--- src/rtl/proc_run_controller_if.sv ---
// Bundle between the run controller and its bench/board top and core: run control, PC/writeback observation, status.
// master = bench/core side, slave = controller.
interface proc_run_controller_if #(
    parameter int PC_W  = 32,
    parameter int CNT_W = 32
);
    logic             start;
    logic [PC_W-1:0]  pc_in;
    logic             wb_en;
    logic [4:0]       wb_addr;
    logic [31:0]      wb_data;
    logic             core_reset;
    logic             run;
    logic             done;
    logic             halted;
    logic             timeout;
    logic [CNT_W-1:0] cycle_count;
    logic [CNT_W-1:0] wb_count;
    logic [31:0]      signature;

    modport master (
        output start, pc_in, wb_en, wb_addr, wb_data,
        input  core_reset, run, done, halted, timeout, cycle_count, wb_count, signature
    );

    modport slave (
        input  start, pc_in, wb_en, wb_addr, wb_data,
        output core_reset, run, done, halted, timeout, cycle_count, wb_count, signature
    );
endinterface

--- src/rtl/proc_run_controller.sv ---
// Purpose: hold MIPS core in reset, release it, detect halt (PC self-loop) or timeout; count cycles/writebacks.
// Latency: all outputs registered; RESET_HOLD lasts RST_CYCLES cycles; halt needs >= HALT_REPEAT+1 RUN cycles.
// Backpressure: none; start is only sampled in IDLE/DONE. Signature built when PROC_RUN_CTRL_SIGNATURE_EN is defined.
module proc_run_controller #(
    parameter int PC_W        = 32,
    parameter int CNT_W       = 32,
    parameter int RST_CYCLES  = 4,
    parameter int MAX_CYCLES  = 1000,
    parameter int HALT_REPEAT = 3
) (
    input  logic                   ref_clk,
    input  logic                   reset,
    proc_run_controller_if.slave   bus
);
    localparam logic [1:0] S_IDLE = 2'd0;
    localparam logic [1:0] S_HOLD = 2'd1;
    localparam logic [1:0] S_RUN  = 2'd2;
    localparam logic [1:0] S_DONE = 2'd3;

    localparam int HOLD_W = (RST_CYCLES  > 1) ? $clog2(RST_CYCLES)  : 1;
    localparam int REP_W  = (HALT_REPEAT > 1) ? $clog2(HALT_REPEAT) : 1;

    logic [1:0]       state;
    logic [1:0]       state_d;
    logic [HOLD_W-1:0] hold_cnt;
    logic [REP_W-1:0] rep_cnt;
    logic [PC_W-1:0]  pc_prev;
    logic             pc_vld;
    logic [CNT_W-1:0] cycle_cnt;
    logic [CNT_W-1:0] wb_cnt;
    logic [31:0]      sig;
    logic             halted_q;
    logic             timeout_q;
    logic             run_q;
    logic             done_q;
    logic             core_reset_q;

    logic wb_acc;
    logic pc_match;
    logic halt_hit;
    logic tmo_hit;

    assign wb_acc   = (state == S_RUN) && bus.wb_en && (bus.wb_addr != 5'd0);
    assign pc_match = pc_vld && (bus.pc_in == pc_prev);
    // Repeat counter sits one below HALT_REPEAT on the deciding match.
    assign halt_hit = pc_match && (rep_cnt == REP_W'(HALT_REPEAT - 1));
    assign tmo_hit  = (cycle_cnt == CNT_W'(MAX_CYCLES - 1));

    always_comb begin
        state_d = state;
        case (state)
            S_IDLE, S_DONE: if (bus.start) state_d = S_HOLD;
            S_HOLD:         if (hold_cnt == HOLD_W'(RST_CYCLES - 1)) state_d = S_RUN;
            S_RUN:          if (halt_hit || tmo_hit) state_d = S_DONE;
            default:        state_d = S_IDLE;
        endcase
    end

    always_ff @(posedge ref_clk) begin
        if (reset) begin
            state        <= S_IDLE;
            run_q        <= 1'b0;
            done_q       <= 1'b0;
            core_reset_q <= 1'b1;
        end else begin
            state        <= state_d;
            run_q        <= (state_d == S_RUN);
            done_q       <= (state_d == S_DONE);
            core_reset_q <= (state_d != S_RUN);
        end
    end

    always_ff @(posedge ref_clk) begin
        if (reset) begin
            hold_cnt  <= '0;
            rep_cnt   <= '0;
            pc_prev   <= '0;
            pc_vld    <= 1'b0;
            cycle_cnt <= '0;
            wb_cnt    <= '0;
            halted_q  <= 1'b0;
            timeout_q <= 1'b0;
        end else begin
            case (state)
                S_IDLE, S_DONE: hold_cnt <= '0;
                S_HOLD: begin
                    hold_cnt  <= hold_cnt + HOLD_W'(1);
                    rep_cnt   <= '0;
                    pc_vld    <= 1'b0;
                    cycle_cnt <= '0;
                    wb_cnt    <= '0;
                    halted_q  <= 1'b0;
                    timeout_q <= 1'b0;
                end
                S_RUN: begin
                    cycle_cnt <= cycle_cnt + CNT_W'(1);
                    pc_prev   <= bus.pc_in;
                    pc_vld    <= 1'b1;
                    rep_cnt   <= pc_match ? rep_cnt + REP_W'(1) : '0;
                    if (wb_acc && !(&wb_cnt)) wb_cnt <= wb_cnt + CNT_W'(1);
                    // Halt wins over a coincident timeout.
                    if (halt_hit)     halted_q  <= 1'b1;
                    else if (tmo_hit) timeout_q <= 1'b1;
                end
                default: ;
            endcase
        end
    end

`ifdef PROC_RUN_CTRL_SIGNATURE_EN
    always_ff @(posedge ref_clk) begin
        if (reset || state == S_HOLD) begin
            sig <= '0;
        end else if (wb_acc) begin
            sig <= {sig[30:0], sig[31]} ^ bus.wb_data ^ {27'b0, bus.wb_addr};
        end
    end
`else
    assign sig = 32'h0;
`endif

    assign bus.core_reset  = core_reset_q;
    assign bus.run         = run_q;
    assign bus.done        = done_q;
    assign bus.halted      = halted_q;
    assign bus.timeout     = timeout_q;
    assign bus.cycle_count = cycle_cnt;
    assign bus.wb_count    = wb_cnt;
    assign bus.signature   = sig;
endmodule

--- src/flat_wrapper.sv ---
// flat-port wrapper written by rule: the top's interface ports become plain ports
module proc_run_controller_flat 
#(
    parameter int PC_W        = 32,
    parameter int CNT_W       = 32,
    parameter int RST_CYCLES  = 4,
    parameter int MAX_CYCLES  = 1000,
    parameter int HALT_REPEAT = 3
)
  (ref_clk, reset, bus_start, bus_pc_in, bus_wb_en, bus_wb_addr, bus_wb_data, bus_core_reset, bus_run, bus_done, bus_halted, bus_timeout, bus_cycle_count, bus_wb_count, bus_signature);
  proc_run_controller_if #(.PC_W(PC_W), .CNT_W(CNT_W)) bus_i ();
  input  logic ref_clk;
  input  logic reset;
  input wire logic [$bits(bus_i.start)-1:0] bus_start;
  input wire logic [$bits(bus_i.pc_in)-1:0] bus_pc_in;
  input wire logic [$bits(bus_i.wb_en)-1:0] bus_wb_en;
  input wire logic [$bits(bus_i.wb_addr)-1:0] bus_wb_addr;
  input wire logic [$bits(bus_i.wb_data)-1:0] bus_wb_data;
  output wire logic [$bits(bus_i.core_reset)-1:0] bus_core_reset;
  output wire logic [$bits(bus_i.run)-1:0] bus_run;
  output wire logic [$bits(bus_i.done)-1:0] bus_done;
  output wire logic [$bits(bus_i.halted)-1:0] bus_halted;
  output wire logic [$bits(bus_i.timeout)-1:0] bus_timeout;
  output wire logic [$bits(bus_i.cycle_count)-1:0] bus_cycle_count;
  output wire logic [$bits(bus_i.wb_count)-1:0] bus_wb_count;
  output wire logic [$bits(bus_i.signature)-1:0] bus_signature;
  assign bus_i.start = bus_start;
  assign bus_i.pc_in = bus_pc_in;
  assign bus_i.wb_en = bus_wb_en;
  assign bus_i.wb_addr = bus_wb_addr;
  assign bus_i.wb_data = bus_wb_data;
  assign bus_core_reset = bus_i.core_reset;
  assign bus_run = bus_i.run;
  assign bus_done = bus_i.done;
  assign bus_halted = bus_i.halted;
  assign bus_timeout = bus_i.timeout;
  assign bus_cycle_count = bus_i.cycle_count;
  assign bus_wb_count = bus_i.wb_count;
  assign bus_signature = bus_i.signature;
  proc_run_controller #(.PC_W(PC_W), .CNT_W(CNT_W), .RST_CYCLES(RST_CYCLES), .MAX_CYCLES(MAX_CYCLES), .HALT_REPEAT(HALT_REPEAT)) u_core (.ref_clk(ref_clk), .reset(reset), .bus(bus_i));
endmodule
--- config.mk ---
export PLATFORM = sky130hd
export DESIGN_NAME = proc_run_controller_flat
export DESIGN_NICKNAME = d
export VERILOG_FILES = /design/src/rtl/proc_run_controller_if.sv /design/src/rtl/proc_run_controller.sv /design/src/flat_wrapper.sv
export SDC_FILE = /design/constraint.sdc
export NUM_CORES = 1
export LEC_CHECK = 0
export CORE_ASPECT_RATIO = 1.1
export CORE_MARGIN = 2
export CORE_UTILIZATION = 35
export DETAILED_ROUTE_END_ITERATION = 12
export HOLD_SLACK_MARGIN = 0.02
export SETUP_SLACK_MARGIN = 0.5
export SLEW_MARGIN = 20
export SYNTH_ARGS = -nofsm -noshare
export SYNTH_HDL_FRONTEND = slang
export SYNTH_SLANG_ARGS = --single-unit
--- constraint.sdc ---
create_clock -name ref_clk -period 2.8 [get_ports ref_clk]
set_input_delay 0.28 -clock ref_clk [delete_from_list [all_inputs] [get_ports ref_clk]]
set_output_delay 0.28 -clock ref_clk [all_outputs]
set_load 0.02 [all_outputs]
* Word level (Yosys, flattened, before mapping)
Cells that the tools add are included.
Word-level totals: bits in registers 108, bits of input ports 73, output and inout bits 101, logic and storage cells 62
Operators by class: add/sub/neg operators 4, eq/ne operators 14, multiplexer cells 16, reduce and logical (&&, ||, !) cells 16
Operators by type and width (number):
- $pmux 32 s2 | 2
- $add 32x1->32 const B | 2
- $eq 32x10->1 const B | 1
- $eq 32x32->1 | 1
- $mux 32 | 1
- $reduce_and 32->1 | 1
- $eq 2x2->1 const B | 6
- $mux 2 | 4
- $pmux 2 s2 | 2
- $ne 2x2->1 const B | 3
- $pmux 1 s2 | 3
- $pmux 2 s3 | 1
- $logic_and 1x1->1 | 5
- $reduce_bool 5->1 | 1
- $add 2x1->2 const B | 2
- $ne 2x1->1 const B | 2
- $reduce_and 2->1 | 2
- $reduce_bool 2->1 | 2
- $mux 1 | 3
- $reduce_and 3->1 | 1
- $eq 2x1->1 const B | 1
- $logic_not 2->1 | 1
- $reduce_or 2->1 | 1
- $logic_not 1->1 | 1
- $logic_or 1x1->1 | 1

* Logic depth before layout (Yosys ltp)
Gate-level depths: netlist of run 1.
depth after elaboration 7, mapped depth 9, mapped depth without buffers 8

* Least setup slack after synthesis of run 1
OpenSTA, ideal clock, no wires.
kind reg-to-reg, start register u_core.wb_cnt[19] (netlist: u_core.bus.wb_count[19]), end register u_core.wb_cnt[19] (netlist: u_core.bus.wb_count[19]), library setup time 0.128 ns, arrival time 2.120 ns, required time 2.672 ns, setup slack 0.553 ns, stages on the path, launching flop included 8, buffers on the path 1, clock period less this slack 2.247 ns, cells stage by stage dfxtp_1 nand4_2 or4_4 o31a_2 buf_6 o2111ai_1 xor2_1 nor2_1
On the way: longest elaborated chain between the ends 5, elaborated cells on any way between the ends 8
RTL lines:
- from (decl) | line proc_run_controller.sv:30 | logic [CNT_W-1:0] wb_cnt;
- from (signal assigned) | line proc_run_controller.sv:100 | if (wb_acc && !(&wb_cnt)) wb_cnt <= wb_cnt + CNT_W'(1);
- branches (longest 5 deep; another with $add 32x1->32)
Parallel ways; which one is timed is not known. The select of a mux whose other input is x is not followed. A chain may end at the register's enable or synchronous reset.

* Final worst setup path of run 1
start register u_core.state[1], end register u_core.cycle_cnt[21] (netlist: u_core.bus.cycle_count[21])
On the way: longest elaborated chain between the ends 2, elaborated cells on any way between the ends 4
RTL lines:
- from (decl) | line proc_run_controller.sv:23 | logic [1:0] state;
- from (signal assigned) | line proc_run_controller.sv:66 | state <= state_d;
- $eq 2x2->1 or $eq 2x1->1 (tied branches) | line proc_run_controller.sv:84 | case (state)
- $pmux 32 s2 or $reduce_bool 2->1 (tied branches)
- to (signal assigned) | line proc_run_controller.sv:96 | cycle_cnt <= cycle_cnt + CNT_W'(1);
- to (decl) | line proc_run_controller.sv:29 | logic [CNT_W-1:0] cycle_cnt;
Several ways; a longest one is shown, not always the timed one.

==> summary.md, run 1 <==
| Metric | Value |
|---|---|
| Syn_area_per_cell | `8.78 µm²` |
| Die H | `134 µm` |
| Routed vias/inst | `5.00` |
| Critical Path Fanout Max | `8` |
| Die Width | `122 µm` |
| Achievable Freq | `453 MHz` |
| Clk buf depth | `2` |
| Port Buf Inserts | `109` |
| Final Critical Period | `2.21 ns` |
| Starting Density | `35.8%` |
| Diode count | `0` |
| Routed vias | `4678` |
| Crit path kind | `reg -> reg` |
| Final hold viol count | `0` |
| Nets | `814` |
| Initial antenna violation count | `0` |
| Ys async rst share | `0%` |
| Post-route ant nets | `0` |
| H-tree Lvls | `3` |
| Dominant cells by area after synthesis | `dfxtp_1 (40%), xnor2_1 (8.1%), nor2_1 (7.0%)` |
| 1st-iter DRT viols | `198` |
| Synth Register Bits | `108` |
| CP arrival | `2.48 ns` |
| Leakage | `2.39 nW` |
| Vias in the first global route | `4324` |
| CTS tree | `done` |
| Unrepaired setup endpoints after global routing | `yes` |
| Relative slew slack | `55.7%` |
| Synth warnings | `0` |
| Hold Crit Class | `reg -> reg` |
| TritonCTS Buffers | `9` |
| GRT overflow | `0` |
| Pwr Density | `441 nW/µm²` |
| Sum of negative setup slack | `0 ns` |
| Crit end category | `register` |
| Max-cap violations | `0` |
| Max VDD drop | `0.253 mV` |
| Required @ worst endpoint | `3.08 ns` |
| Status | `complete, no violations` |
| Synth area leader | `dfxtp_1` |
| Netlist Area Pre-Place | `5380 µm²` |
| Synth-to-layout area growth | `32.2%` |
| Dominant synthesized flop cell | `dfxtp_1` |
| Fin crit share | `78.8%` |
| Routed WL | `13200 µm` |
| Routability cong. | `0.844` |
| Largest net degree at the start of global routing | `50` |
| R2R cell count | `5` |
| Finished Core Util | `47.3%` |
| Setup-failing EPs final | `0` |
| Clk sink count | `108` |
| Min-Delay Startpoint | `u_core.bus.timeout$_SDFFE_PP0P_` |
| Share of layout cells above drive strength 1 | `10.7%` |
| Die footprint | `16400 µm²` |
| Hold path depth | `2` |
| Clock Latency Late Sink | `0.35 ns` |
| Type of origin of the critical path | `register` |
| Synth top area share | `40.2%` |
| Post-Syn Instances | `613` |
| DR WL/cell | `14.1 µm` |
| Num ports | `174` |
| RR Endpoint | `u_core.bus.cycle_count[21]$_SDFFE_PP0N_` |
| Drt first pass iters | `4` |
| Final Max Slew Viols | `0` |
| Skew final | `0.00522 ns` |
| Post-cts hold buffer count | `0` |
| First-pass GRT wire length | `21100 µm` |
| Root Driver | `clkbuf_16` |
| Gr usage total | `16.0%` |
| Reg clk slew, reported paths | `0.07 ns` |
| R2r setup slk | `0.59 ns` |
| Post-synth EDFFs | `0` |
| Netlist cell types | `58` |
| DRC viols | `0` |
| R2R Path Start | `u_core.state[1]$_SDFF_PP0_` |
| Core ar. | `15100 µm²` |
| Worst Max-Slew Pin Slew | `0.663 ns` |
| Register area share after synthesis | `40.2%` |
| WHS Endpoint | `u_core.bus.timeout$_SDFFE_PP0P_` |
| # rows | `47` |
| Total design power | `3.14 mW` |
| Hpwl dp | `9740 µm` |
## area by class of cell
cell class	instances	area [µm²]
tap	196	245
inverter	20	75.1
timing repair buffer	131	1250
clock inverter	4	73.8
multi-input combinational	464	3060
clock buffer	12	236
sequential	108	2180
fill	1461	7940
## through the flow
stage,area [µm²],hold slack [ns],setup WS (ns),cells
CTS,7000,0.459,0.503,933
global placement,6610,0.438,0.369,910
detailed placement,6610,0.446,0.284,910
finish,7120,0.452,0.593,935
floorplan,5500,0.386,0.553,644
global route,7120,0.478,0.434,935
## cells in the final DEF, fill, tap and decap left out, types with 22 or more instances in the layout
master,instances
buf_4,22
clkdlybuf4s50_1,108
conb_1,32
dfxtp_1,96
mux2i_1,32
nand2_1,33
nand4_1,24
nor2_1,99
xnor2_1,50
xor2_1,26
## routing by layer
layer | GRT usage (%) | part of all wire (%)
met5 | 0 | 0
met4 | 5.75 | 1.5
met3 | 3.27 | 4.4
met2 | 27.5 | 51
met1 | 19.6 | 44
## sequential cells by signal, indices dropped and copies added (netlist names), 2 cells and up
| signal | cells |
|---|---|
| u_core.bus.cycle_count | 32 |
| u_core.bus.wb_count | 32 |
| u_core.pc_prev | 32 |
| u_core.hold_cnt | 2 |
| u_core.rep_cnt | 2 |
| u_core.state | 2 |
## where the power goes
part | total (mW) | leakage, nW | internal [mW] | switching [mW]
clock network | 1.34 | 0.151 | 0.785 | 0.552
registers | 1.55 | 0.876 | 1.54 | 0.00618
logic | 0.251 | 1.36 | 0.0978 | 0.153
total | 3.14 | 2.39 | 2.42 | 0.711
## kinds of logic after synthesis
| kind of cell | count (synthesis) | synth area share (%) |
|---|---|---|
| other | 1 | 0.0697 |
| xor gates and xnor gates | 76 | 12.4 |
| adders and majority gates | 7 | 1.63 |
| buffers and inverters | 72 | 7.39 |
| muxes | 32 | 5.95 |
| AOI/OAI and AO/OA | 78 | 10.7 |
| and+or+nand+nor | 239 | 21.8 |
| DFF | 108 | 40.2 |
## repair_timing
action / CTS / global route
pin swaps: 4 / 5
resized for setup: 7 / 24
setup endpoints to repair: 18 / 36
buffers inserted: 7 / 2
cloned: 0 / 0
## cells in the mapped netlist, types with 4 or more instances
| master | n |
|---|---|
| buf_1 | 4 |
| nor4_1 | 10 |
| a21oi_1 | 17 |
| clkbuf_1 | 15 |
| nor2_1 | 100 |
| nand2_1 | 33 |
| o31ai_1 | 4 |
| nand4_1 | 24 |
| a22oi_1 | 5 |
| nor3_1 | 13 |
| o21ai_0 | 12 |
| mux2i_1 | 32 |
| dfxtp_1 | 108 |
| buf_4 | 32 |
| ha_1 | 7 |
| inv_1 | 20 |
| or3_1 | 13 |
| xor2_1 | 26 |
| a211oi_1 | 4 |
| xnor2_1 | 50 |
| o211ai_1 | 9 |
| nand3_1 | 15 |
| and2_1 | 5 |
| o2111ai_1 | 5 |
## critical path: stages, from the launching register on
cell	delay, ns
dfxtp_1	0.46
ha_4	0.26
or3_4	0.42
or3_4	0.47
or3_1	0.37
a21oi_1	0.14
## worst max path at each step
stage,slack [ns],startpoint,cells past startpoint,end
finish,0.59,u_core.state[1]$_SDFF_PP0_,5,u_core.bus.cycle_count[21]$_SDFFE_PP0N_
global route,0.43,u_core.state[1]$_SDFF_PP0_,8,u_core.rep_cnt[0]$_SDFFE_PP0N_
CTS,0.50,u_core.bus.wb_count[18]$_SDFFE_PP0P_,6,u_core.bus.wb_count[19]$_SDFFE_PP0P_
detailed placement,0.28,bus_pc_in[7],7,u_core.bus.run$_SDFF_PP0_
global placement,0.37,bus_pc_in[7],7,u_core.bus.run$_SDFF_PP0_
floorplan,0.55,u_core.bus.wb_count[19]$_SDFFE_PP0P_,7,u_core.bus.wb_count[19]$_SDFFE_PP0P_
Note: power is estimated with default switching activity, not from simulation.
==> run 2, diff against run 1 <==
==> constraint.sdc (replaced) <==
create_clock -name ref_clk -period 2.25 [get_ports ref_clk]
set_input_delay 0.225 -clock ref_clk [delete_from_list [all_inputs] [get_ports ref_clk]]
set_output_delay 0.225 -clock ref_clk [all_outputs]
set_load 0.02 [all_outputs]
==> summary.md, run 2 (synthesis results as in run 1) <==
| Metric | Value |
|---|---|
| Status | `complete, no violations` |
| Gr usage total | `17.7%` |
| Worst Max-Slew Pin Slew | `0.549 ns` |
| P_sw | `0.937 mW` |
| Met2 global-route usage | `29.9%` |
| Die Width | `122 µm` |
| Most frequent cells in the layout | `clkdlybuf4s50_1 (99), nor2_1 (95), buf_4 (69)` |
| First-pass GRT wire length | `23100 µm` |
| Clk buf depth | `2` |
| Hold Crit Class | `in -> reg` |
| Die H | `134 µm` |
| R2r setup slk | `0.23 ns` |
| Busiest grt layer | `met2` |
| Met3 Resource Use GR | `3.36%` |
| Critical Path Fanout Max | `8` |
| Fin crit share | `89.9%` |
| Internal power | `3.06 mW` |
| Initial antenna violation count | `0` |
| Sequential Power Share | `47.4%` |
| Pwr Density | `484 nW/µm²` |
| Crit path kind | `reg -> reg` |
| TritonCTS Buffers | `9` |
| Die footprint | `16400 µm²` |
| Clock power share | `43.3%` |
| Final hold viol count | `0` |
| Num ports | `174` |
| Type of origin of the critical path | `register` |
| CP arrival | `2.31 ns` |
| Hpwl dp | `9930 µm` |
| Skew final | `0.00659 ns` |
| DR WL/cell | `14.7 µm` |
| Commonest non-fill, non-tap cell in the layout | `clkdlybuf4s50_1` |
| Post-route ant nets | `0` |
| Max-cap violations | `0` |
| Final Max Slew Viols | `0` |
| Largest net degree at the start of global routing | `39` |
| Setup-failing EPs final | `0` |
| Relative slew slack | `63.4%` |
| Grt met1 use | `21.9%` |
| Routed vias | `4982` |
| Required @ worst endpoint | `2.53 ns` |
| Clk sink count | `108` |
| Synth-to-layout area growth | `53.6%` |
| Total design power | `4.00 mW` |
| Non-filler instance count after layout | `999` |
| Routed vias/inst | `4.99` |
| Fin area | `8270 µm²` |
| Placed insts | `923` |
| Final Critical Period | `2.02 ns` |
| Drt first pass iters | `4` |
| Routed WL | `14700 µm` |
| # rows | `47` |
| Hold slack | `0.188 ns` |
| Crit end category | `register` |
| Starting Density | `35.8%` |
| Dpl cell area | `6940 µm²` |
| 1st-iter DRT viols | `215` |
| Max VDD drop | `0.313 mV` |
| Clock Latency Late Sink | `0.36 ns` |
| Share of layout cells above drive strength 1 | `30.1%` |
| Nets | `878` |
| Vias in the first global route | `4739` |
| Logic pwr share | `9.3%` |
| CTS tree | `done` |
| Core ar. | `15100 µm²` |
| Unrepaired setup endpoints after global routing | `yes` |
| Diode count | `0` |
| Routability cong. | `0.871` |
| Port Buf Inserts | `109` |
| Achievable Freq | `494 MHz` |
| Switching share of power | `23.4%` |
| Sum of negative setup slack | `0 ns` |
| Leakage | `2.97 nW` |
| Root Driver | `clkbuf_16` |
| Reg clk slew, reported paths | `0.07 ns` |
| H-tree Lvls | `3` |
| GRT overflow | `0` |
| DRC viols | `0` |
run 2: changes by cell type in the layout (fill, tap and decap cells not counted), moves of 8 or more:
cell and change:
buf_6 +14, dfxtp_4 +26, dlymetal6s2s_1 +8, clkdlybuf4s50_1 -9, buf_4 +47, dfxtp_2 +16, dfxtp_1 -42
run 2: layer usage:
layer	vias up	part of all wire (%)
met5	-	0
met4	0	1.7
met3	18	4.4
met2	110	50
met1	2395	44
li1	2459	-
run 2: worst max-delay path, cell delays in order (launching register included):
cell	delay (ns)
dfxtp_4	0.37
ha_4	0.26
or3_4	0.34
or3_4	0.49
or3_4	0.35
a21oi_2	0.13
run 2: power by group through the flow:
stage | sequential (mW) | clock, mW | combinational [mW]
after floorplan | 1.95 | 0 | 0.216
after global placement | 1.95 | 0 | 0.319
after detailed placement | 1.95 | 0 | 0.323
after CTS | 1.90 | 1.78 | 0.349
after global routing | 1.90 | 1.86 | 0.400
final | 1.90 | 1.73 | 0.373
run 2: path summary, 6_finish.rpt:
check                                        from  cells past startpoint                                      end
setup reg to reg       u_core.state[1]$_SDFF_PP0_                      5  u_core.bus.cycle_count[21]$_SDFFE_PP0N_
hold / removal                      bus_pc_in[24]                      3          u_core.pc_prev[24]$_SDFFE_PP0P_
setup / recovery       u_core.state[1]$_SDFF_PP0_                      5  u_core.bus.cycle_count[21]$_SDFFE_PP0N_
hold reg to reg   u_core.bus.timeout$_SDFFE_PP0P_                      2          u_core.bus.timeout$_SDFFE_PP0P_
run 2: metrics by stage:
step	worst slack, ns	utilization (%)
2_1_floorplan	0.250	-
3_3_place_gp	-0.0646	46.1
4_1_cts	0.275	52.3
5_1_grt	0.186	54.9
3_5_place_dp	-0.0660	46.1
6_report	0.226	54.9
run 2: area by class of cell:
| cell class | instances | area, µm² |
|---|---|---|
| clock buffers | 14 | 295 |
| clock inverters | 2 | 37.5 |
| fillers | 1335 | 6790 |
| inverters | 20 | 80.1 |
| multi-input cells | 466 | 3510 |
| flip-flops and latches | 108 | 2290 |
| well taps | 196 | 245 |
| repair buffers | 193 | 1800 |
run 2: what timing repair did:
item,4_1_cts,5_1_grt
setup endpoints to repair,57,65
buffers inserted,44,14
resized for setup,55,67
hold buffers,0,0
pin swaps,39,70
gates cloned,2,0
